<file path="src/rtl/vector_element_sequencer.sv">
// vector_element_sequencer: issues one vector instruction NUM_LANES elements per beat with masking and register-group offsets
module vector_element_sequencer #(
    parameter int NUM_LANES = 2,
    parameter int VLEN = 128,
    parameter int VLW = $clog2(VLEN) + 1
) (
    input  logic                 CLK,
    input  logic                 RST,
    input  logic                 start,
    output logic                 ready,
    input  logic [VLW-1:0]       vl,
    input  logic [1:0]           sew,
    input  logic                 vd_widen,
    input  logic                 vs2_widen,
    input  logic                 vm,
    input  logic [4:0]           vs1,
    input  logic [4:0]           vs2,
    input  logic [4:0]           vd,
    input  logic [NUM_LANES-1:0] mask_bits,
    input  logic                 stall,
    output logic                 beat_valid,
    output logic [VLW-1:0]       elem_idx,
    output logic [NUM_LANES-1:0] lane_valid,
    output logic [4:0]           vs1_reg,
    output logic [4:0]           vs2_reg,
    output logic [4:0]           vd_reg,
    output logic                 done,
    output logic                 illegal
);
    localparam int LV = $clog2(VLEN);
    typedef enum logic {IDLE, ISSUE} state_t;
    state_t state, state_n;
    logic [VLW-1:0] vl_q, elem_q, elem_n;
    logic [1:0] sew_q, k_vs2, k_vd;
    logic vdw_q, vs2w_q, vm_q, ill_q, zero_q, accept, bad, last, consume;
    logic [4:0] vs1_q, vs2_q, vd_q;
    // EEW code k means 8<<k bits, so VLEN>>(3+k) elements fit in one register
    function automatic logic [4:0] offs(input logic [VLW-1:0] e, input logic [1:0] k);
        logic [VLW-1:0] t;
        t = e >> (LV - 3 - int'(k));
        return t[4:0];
    endfunction
    assign ready = state == IDLE;
    assign beat_valid = state == ISSUE;
    assign accept = ready & start & ~ill_q & ~zero_q;
    assign bad = (sew == 2'd3) | ((sew == 2'd2) & (vd_widen | vs2_widen));
    assign last = ({1'b0, elem_q} + (VLW+1)'(NUM_LANES)) >= {1'b0, vl_q};
    assign consume = beat_valid & ~stall;
    assign k_vs2 = sew_q + {1'b0, vs2w_q};
    assign k_vd = sew_q + {1'b0, vdw_q};
    always_comb begin
        state_n = state;
        elem_n = elem_q;
        if (accept && !bad && vl != '0) begin
            state_n = ISSUE;
            elem_n = '0;
        end
        if (consume) begin
            state_n = last ? IDLE : ISSUE;
            elem_n = last ? elem_q : elem_q + VLW'(NUM_LANES);
        end
    end
    always_ff @(posedge CLK) begin
        if (RST) begin
            state <= IDLE;
            elem_q <= '0;
            ill_q <= 1'b0;
            zero_q <= 1'b0;
            vl_q <= '0;
            sew_q <= '0;
            vdw_q <= 1'b0;
            vs2w_q <= 1'b0;
            vm_q <= 1'b0;
            vs1_q <= '0;
            vs2_q <= '0;
            vd_q <= '0;
        end else begin
            state <= state_n;
            elem_q <= elem_n;
            ill_q <= accept & bad;
            zero_q <= accept & ~bad & (vl == '0);
            if (accept) begin
                vl_q <= vl;
                sew_q <= sew;
                vdw_q <= vd_widen;
                vs2w_q <= vs2_widen;
                vm_q <= vm;
                vs1_q <= vs1;
                vs2_q <= vs2;
                vd_q <= vd;
            end
        end
    end
    for (genvar i = 0; i < NUM_LANES; i++) begin : g_lane
        assign lane_valid[i] = beat_valid & (({1'b0, elem_q} + (VLW+1)'(i)) < {1'b0, vl_q}) & (vm_q | mask_bits[i]);
    end
    assign elem_idx = beat_valid ? elem_q : '0;
    assign vs1_reg = beat_valid ? vs1_q + offs(elem_q, sew_q) : '0;
    assign vs2_reg = beat_valid ? vs2_q + offs(elem_q, k_vs2) : '0;
    assign vd_reg = beat_valid ? vd_q + offs(elem_q, k_vd) : '0;
    assign done = (consume & last) | zero_q;
    assign illegal = ill_q;
endmodule

</file>
<file path="config.mk">
export PLATFORM = sky130hd
export DESIGN_NAME = vector_element_sequencer
export DESIGN_NICKNAME = d
export VERILOG_FILES = /design/src/rtl/vector_element_sequencer.sv
export SDC_FILE = /design/constraint.sdc
export NUM_CORES = 1
export LEC_CHECK = 0
export ABC_AREA = 0
export CAP_MARGIN = 30
export CELL_PAD_IN_SITES_DETAIL_PLACEMENT = 1
export CELL_PAD_IN_SITES_GLOBAL_PLACEMENT = 1
export CORE_UTILIZATION = 38
export DETAILED_ROUTE_END_ITERATION = 10
export PLACE_DENSITY_LB_ADDON = 0.3
export SYNTH_ARGS = -nofsm -noshare
export SYNTH_HDL_FRONTEND = slang
export SYNTH_SLANG_ARGS = --single-unit
export TNS_END_PERCENT = 5
</file>
<file path="constraint.sdc">
create_clock -name CLK -period 4.3 [get_ports CLK]
set_input_delay 0.86 -clock CLK [delete_from_list [all_inputs] [get_ports CLK]]
set_output_delay 0.86 -clock CLK [all_outputs]
set_load 0.02 [all_outputs]
</file>
==> Yosys cells after proc, flatten, opt, wreduce, memory -nomap -nowiden <==
Index checks and enable logic that the tools add are counted.
W data, S select, Z words.
{ "word_totals": {"inputBits": 34, "ff_bits": 39, "output_inout_bits": 29, "wordCells": 72} }
{ "classes": {"n_eq_ne": 3, "n_bitwise": 23, "magnitude_cmp": 3, "reduce_logical": 7, "shift": 3, "n_mux": 10, "addsub": 11} }
{ "op_table": {"columns": ["op", "n"], "rows": [
  ["$shr A8 B32 Y5", 3],
  ["$mux W8", 4],
  ["$add A5 B5 Y5", 3],
  ["$mux W5", 3],
  ["$and A1 B1 Y1", 13],
  ["$sub A3 B2 Y4 const A", 3],
  ["$add A8 B1 Y9 const B", 1],
  ["$add A8 B2 Y9 const B", 1],
  ["$ge A9 B8 Y1", 1],
  ["$lt A9 B8 Y1", 1],
  ["$add A8 B2 Y8 const B", 1],
  ["$logic_not A8 Y1", 1],
  ["$lt A8 B8 Y1", 1],
  ["$reduce_bool A8 Y1", 1],
  ["$not A1 Y1", 5],
  ["$or A1 B1 Y1", 5],
  ["$add A2 B1 Y2", 2],
  ["$eq A2 B2 Y1 const B", 2],
  ["$mux W1", 3],
  ["$logic_and A1 B1 Y1", 2],
  ["$ne A2 B2 Y1 const B", 1],
  ["$reduce_and A2 Y1", 1],
  ["$reduce_bool A2 Y1", 1],
  ["$logic_not A1 Y1", 1]
]} }

==> Depth between registers and ports, before layout <==
Gate-level depths: netlist (run 1).
{ "depth": {"depth_word": 8, "mapped_depth": 17, "mapped_depth_nobuf": 15} }

==> Least setup slack after synthesis (run 1) <==
No wires, ideal clock.
{ "synth_timing": {"path_kind": "register -> output", "from": "register sew_q[0]", "to": "output vs1_reg[4]", "arrival_time_ns": 3.250, "setup_slack_ns": 0.190, "stages_incl_launch_ff": 15, "required_ns": 3.440, "path_buffers": 2, "path_cell_list": "dfxtp_1 -> clkbuf_1 -> inv_1 -> ha_1 -> clkbuf_1 -> mux4_2 -> nand2_1 -> o21ai_0 -> ha_1 -> fa_1 -> a21o_1 -> a21oi_1 -> xnor2_1 -> xnor2_1 -> nor2_1"} }
{ "synth_via": {"elab_chain_cells": 4} }
{ "synth_rtl": {"columns": ["item", "line", "rtl"], "rows": [
  ["start, declared", "34", "logic [1:0] sew_q, k_vs2, k_vd;"],
  ["start signal, assigned", "84", "sew_q <= sew;"],
  ["$sub A3 B2 Y4", "40", "t = e >> (LV - 3 - int'(k));"],
  ["$shr A8 B32 Y5", "40", null],
  ["$add A5 B5 Y5", "98", "assign vs1_reg = beat_valid ? vs1_q + offs(elem_q, sew_q) : '0;"],
  ["$mux W5", "98", null],
  ["end, declared", "24", "output logic [4:0] vs1_reg,"]
]} }
Every way passes these cells.

==> Worst setup path after layout (run 1) <==
{ "layout_timing": {"from": "register sew_q[0]", "to": "output vd_reg[4]"} }
{ "layout_via": {"elab_chain_cells": 5} }
{ "layout_rtl": {"columns": ["item", "line", "rtl"], "rows": [
  ["$add A2 B1 Y2", "50", "assign k_vd = sew_q + {1'b0, vdw_q};"],
  ["$sub A3 B2 Y4", "40", null],
  ["$shr A8 B32 Y5", "40", null],
  ["$add A5 B5 Y5", "100", "assign vd_reg = beat_valid ? vd_q + offs(elem_q, k_vd) : '0;"],
  ["$mux W5", "100", null],
  ["end, declared", "26", "output logic [4:0] vd_reg,"]
]} }
Every way passes these cells.

==> reports/metrics.cfg, run 1 <==
[layout]
fin_nets=549
final_cell_area_um2=4160
layout-drive-gt1-share=0.124
diodes=0
fillers=1022
regArea_um2=768
finish.utilization=0.506
areaGrowthSynthToFinish_pct=28.3
multiInputGateArea_um2=2320

[logic_synthesis]
yosys_warnings=0
syn_inst=420
seq_area_frac_synth=0.235
synth_flop_cell=dfxtp_1
synth_cell_types=51
synth-async-reset-ratio=0
synth_common_cells=nand2_1 (73), a21oi_1 (44), ha_1 (39), dfxtp_1 (38), clkbuf_1 (28)
synth.top_cells.by_area=dfxtp_1 (23%), ha_1 (15%), nand2_1 (8.5%), a21oi_1 (6.8%), mux2i_1 (4.6%)
synth_top_cell_by_area=dfxtp_1
syn_avg_cell_area_um2=7.71
synth-edff-count=0
synth.most_common_cell=nand2_1
synth-seq-cells=38
netlist_area_um2=3240
synth_top_cell_area_share=0.235
synth_nets=496

[pwr]
p_int_uw=669
power_frac_comb=0.351
switchingPower_uw=349
seq_power_share=0.385
p_leak_uw=0.00181
peakVddDrop_v=0.000140
pwr-share-clk=0.264
power_density_nw_per_um2=245
switching_share=0.343

[setup_path]
cp_cell_sequence=ha_1 -> xnor2_1 -> ha_4 -> mux2_2 -> a21oi_2 -> ha_2 -> inv_1 -> fa_2 -> inv_1 -> a21o_1 -> a21oi_1 -> xnor3_1 -> and2_1 -> buf_2
worstPathArrival_ns=3.30
cp_num_buf_inv=3
crit_slowest_cell=dfxtp_4
path_class=flip-flop to output port
endpoint_kind=output port
worstPathRequired_ns=3.44
startpoint_type=flip-flop
cp_common_cell=inv_1
crit_family=adder cells
cp_max_fo=5
cpPeakStageDelay_ns=0.37

[global_routing]
top_usage_layer=met2
use_met1=0.266
grt_util_met3=0.0338
grt_first_pass_wirelength_um=15900
use_met2=0.430
grt_max_degree=31
first_global_vias=3337
overflow=0
antenna_found_initial=0
grt_use_total=0.233

[sta]
finalMaxSlewViolations=0
hold_viol=0
tightest_slew_ns=0.653
fmax_mhz=240
relSlewSlack=0.564
fin_tns_setup_ns=0
fin_skew_ns=0.00767
finalCritPeriodShare=0.968
rsz0062_at_grt=yes
setup_viol=0
min_period_ns=4.16

[floorplanning]
die-area_um2=8900
die_h_um=94.3
core_area_um2=8220
start_util=0.394
pin_count=63
rows=33
dieWidth_um=94.3

[route]
wirelength_um=9690
vias=3127
post-route-drc-count=0
drtIter0Drc=58
drt-pass1-iter-count=6
viasPerCell=5.40
avgRoutedWirePerCell_um=16.7
ant_nets=0

[outcome]
status=complete, no violations

[placed_design]
placed_area_um2=3990
io_buffers=61
gp_congestion=0.798
dp_hpwl_um=7190

[clocking]
clk_latency_ns=0.30
cts_sinks=38
cts.clk_slew.worst_paths_ns=0.08
cts_tree=yes
clockRootBuffer=clkbuf_8
postCtsSetupRepairBufs=0
holdBufCountCts=0
cts_buffer_depth=2
cts_made_buffers=5
htree_levels=2

[flow_run]
cap_violations=0

[min_path]
hp-class=flip-flop to flip-flop

flip-flops by register name (all words and copies together) (netlist names), 2 cells and up:
| signal | flops |
|---|---|
| vl_q | 8 |
| elem_q | 7 |
| vd_q | 5 |
| vs1_q | 5 |
| vs2_q | 5 |
| sew_q | 2 |
repair_timing:
action	CTS	global route
gates resized for setup	21	15
pin swaps	1	2
endpoints found under the hold margin	0	0
endpoints found under the setup margin	5	9
cell families after synthesis:
logic type	Yosys count	share of synthesized area
compound gates	99	0.194
xor+xnor	17	0.0545
fa+ha+maj	42	0.169
buf+inv	59	0.0718
flops	38	0.235
mux	22	0.0776
other cells	1	0.00116
simple gates	142	0.197
worst paths after layout:
kind	startpoint	end	slack (ns)	depth (start not counted)
setup reg to reg	elem_q[5]	elem_q[1]	1.53	10
setup / recovery	sew_q[0]	vd_reg[4]	0.14	14
hold / removal	vl_q[7]	vl_q[7]	0.46	2
hold reg to reg	vl_q[7]	vl_q[7]	0.46	2
worst register-to-register path: stages, from the launching register on:
cell and delay [ns]:
dfxtp_1 0.58, buf_4 0.21, buf_4 0.12, and3_1 0.19, nand3_1 0.10, xnor2_1 0.17
ha_1 0.31, o21ai_0 0.12, a21o_1 0.22, a211oi_2 0.45, mux2_2 0.25
per-layer routing:
metal,up-vias,wire (µm)
li1,1538,-
met1,1505,4290
met2,69,4890
met3,15,319
met4,0,193
met5,-,0
power by group through the flow:
stage          registers (µW)  logic (µW)  clock network (µW)
3_3_place_gp              398         323                   0
5_1_grt                   395         394                 289
6_report                  392         357                 269
3_5_place_dp              400         338                   0
4_1_cts                   392         356                 277
2_1_floorplan             392         216                   0
stage by stage:
step	cells	total power [µW]	hold slack, ns	setup WS (ns)
2_1_floorplan	420	607	0.436	0.190
3_3_place_gp	571	721	0.446	-0.0391
3_5_place_dp	571	737	0.448	-0.0621
4_1_cts	579	1020	0.459	-0.0283
5_1_grt	579	1080	0.489	-0.0220
6_report	579	1020	0.459	0.137
cells in the final DEF (no fill, tap or decap), types with 3 or more instances in the layout:
cell type        netlist  routed
inv_1                 25      24
dfxtp_2                0       3
dfxtp_1               38      34
o21a_1                 5       5
buf_4                  2      17
o21ai_0               15      13
nand3_1                6       6
nor2b_1                5       5
and2_1                12      12
ha_4                   0       3
xor2_1                 6       6
nor3_1                 3       3
mux2i_1               15      15
clkbuf_8               0       6
xnor2_1                9       8
nand2_1               73      73
a21o_1                 9       9
ha_1                  39      34
a31oi_1                5       5
and3_1                 4       4
mux2_2                 5       5
a22o_1                 3       3
nor4_1                 3       3
a21oi_1               44      42
nor2_1                27      27
clkdlybuf4s50_1        0      55
final cells by class:
type                       count  share of cell area
clock inverter                 1             0.00120
clock buffer                   7              0.0208
sequential                    38               0.185
tap                          105              0.0316
inverter                      25              0.0226
multi-input combinational    323               0.559
timing repair buffer          80               0.180
Power figures use the tool's default switching activity.
==> run 2: changes to the inputs <==
--- a/config.mk
+++ b/config.mk
@@ -12,6 +12,7 @@
 export CORE_UTILIZATION = 38
 export DETAILED_ROUTE_END_ITERATION = 10
 export PLACE_DENSITY_LB_ADDON = 0.3
+export SETUP_SLACK_MARGIN = 0.5
 export SYNTH_ARGS = -nofsm -noshare
 export SYNTH_HDL_FRONTEND = slang
 export SYNTH_SLANG_ARGS = --single-unit
==> run 2 against run 1 <==
  * Routed wire length is 4.8% higher
  * Critical endpoint unchanged
  * Flip-flop and latch count did not move
  * Fmax rose by 4.4%
  * Setup slack improved by 0.18 ns
  * Via count grew 0.96%
  * Largest cell class unchanged
==> reports/metrics.cfg, run 2 (synthesis results as in run 1) <==
[outcome]
status=complete, no violations

[clocking]
clk_latency_ns=0.30
cts_buffer_depth=2
cts_sinks=38
htree_levels=2
cts.clk_slew.worst_paths_ns=0.08
cts_tree=yes
cts_made_buffers=5
clockRootBuffer=clkbuf_8

[layout]
instances_no_fill=581
regMostFlops=vl_q
fin_nets=551
final_cell_mix=nand2_1 (73), clkdlybuf4s50_1 (51), a21oi_1 (38)
layout-drive-gt1-share=0.160
largest_reg_flops=8
top_regs=vl_q: 8 flops, elem_q: 7 flops
diodes=0
finish.utilization=0.518
fillers=997
final_cell_area_um2=4260
areaGrowthSynthToFinish_pct=31.4
final_common_cell=nand2_1

[sta]
hold_viol=0
rsz0062_at_grt=yes
fin_skew_ns=0.00764
setup_viol=0
tightest_slew_ns=0.739
fmax_mhz=251
relSlewSlack=0.506
finalCritPeriodShare=0.927
holdWs_ns=0.457
min_period_ns=3.99
finalMaxSlewViolations=0

[floorplanning]
dieWidth_um=94.3
core_area_um2=8220
die-area_um2=8900
rows=33
start_util=0.394
pin_count=63
die_h_um=94.3

[setup_path]
cpPeakStageDelay_ns=0.38
crit_slowest_cell=dfxtp_4
startpoint_type=flip-flop
endpoint_kind=output port
cp_cell_sequence=ha_4 -> xnor2_4 -> ha_4 -> buf_6 -> a21oi_2 -> a21oi_1 -> nor2_1 -> a21oi_2 -> ha_2 -> inv_2 -> fa_2 -> inv_1 -> a21o_1 -> a21oi_2 -> xnor3_1 -> and2_1 -> buf_4
worstPathArrival_ns=3.13
rr_worst_depth=9
startpoint=sew_q[0]
rr_startpoint=elem_q[1]
cp_common_cell=a21oi_2
worstReg2RegEnd=elem_q[1]
path_class=flip-flop to output port
worstPathRequired_ns=3.44
rrSetupSlack_ns=1.63
cp_max_fo=6

[route]
drt-pass1-iter-count=4
wirelength_um=10200
avgRoutedWirePerCell_um=17.5
ant_nets=0
vias=3157
post-route-drc-count=0
viasPerCell=5.43
drtIter0Drc=69

[global_routing]
grt_first_pass_wirelength_um=16200
overflow=0
grt_use_total=0.233
antenna_found_initial=0
first_global_vias=3339
grt_max_degree=31

[min_path]
hp-class=flip-flop to flip-flop
min_from=vl_q[2]
min_to=vl_q[2]
holdPathStages=2

[placed_design]
gp_congestion=0.827
dp_hpwl_um=7290
io_buffers=61
dp.cells=569
placed_area_um2=3980

[pwr]
power_density_nw_per_um2=244
p_leak_uw=0.00182
peakVddDrop_v=0.000114

[flow_run]
cap_violations=0

## run 2: cell count changes in the layout (fill, tap and decap cells not counted), moves of 3 or more
| cell | before | now |
|---|---|---|
| dlygate4sd2_1 | 1 | 6 |
| inv_2 | 1 | 4 |
| dfxtp_4 | 1 | 4 |
| a21oi_1 | 42 | 38 |
| inv_1 | 24 | 21 |
| a21oi_2 | 2 | 6 |
| dfxtp_1 | 34 | 31 |
| clkdlybuf4s50_1 | 55 | 51 |
| buf_4 | 17 | 21 |
| ha_1 | 34 | 31 |
## run 2: repair_timing
| action | CTS | global route |
|---|---|---|
| buffers inserted | 2 | 2 |
| gates resized for setup | 56 | 10 |
| hold buffers | 0 | 0 |
| pin swaps | 9 | 10 |
| setup endpoints to repair | 15 | 14 |
## run 2: final cells by class
| cell class | instances | area, µm² | share of cell area |
|---|---|---|---|
| timing repair buffer | 82 | 764 | 0.180 |
| clock inverter | 1 | 5.00 | 0.00118 |
| clock buffer | 7 | 86.3 | 0.0203 |
| sequential | 38 | 779 | 0.183 |
| tap | 105 | 131 | 0.0309 |
| inverter | 25 | 93.8 | 0.0220 |
| multi-input combinational | 323 | 2400 | 0.563 |
## run 2: metal layers
layer | GRT usage | up-vias | routed length, µm
met5 | 0 | - | 0
met2 | 0.441 | 82 | 5360
met3 | 0.0330 | 12 | 379
li1 | - | 1545 | -
met4 | 0.0679 | 0 | 152
met1 | 0.268 | 1518 | 4260
## run 2: worst max-delay path by stage
stage and end:
3_5_place_dp vd_reg[4], 3_3_place_gp vs2_reg[4], 2_1_floorplan vs2_reg[4], 4_1_cts vd_reg[4], 5_1_grt vs1_reg[4], 6_report vd_reg[4]
## run 2: through the flow
| stage | power [µW] | worst slack (ns) | TNS (ns) |
|---|---|---|---|
| after CTS | 1030 | 0.271 | 0 |
| final | 1040 | 0.314 | 0 |
| after global routing | 1100 | 0.215 | 0 |
| after floorplan | 610 | 0.409 | 0 |
| after global placement | 718 | 0.0682 | 0 |
| after detailed placement | 736 | -0.186 | -0.239 |
## run 2: critical path: cells and delay by family, from the launching register on
family,cells,cell delay [ns]
xor gates and xnor gates,2,0.33
DFF,1,0.38
adders and majority gates,4,1.03
and+or+nand+nor,2,0.24
buffers and inverters,4,0.38
AOI/OAI and AO/OA,5,0.48
## run 2: where the power goes
part           leakage [µW]  total, µW  switching [µW]  internal (µW)
Combinational       0.00145        380             199            181
Clock             0.0000482        268             139            130
Sequential         0.000316        392            22.3            370
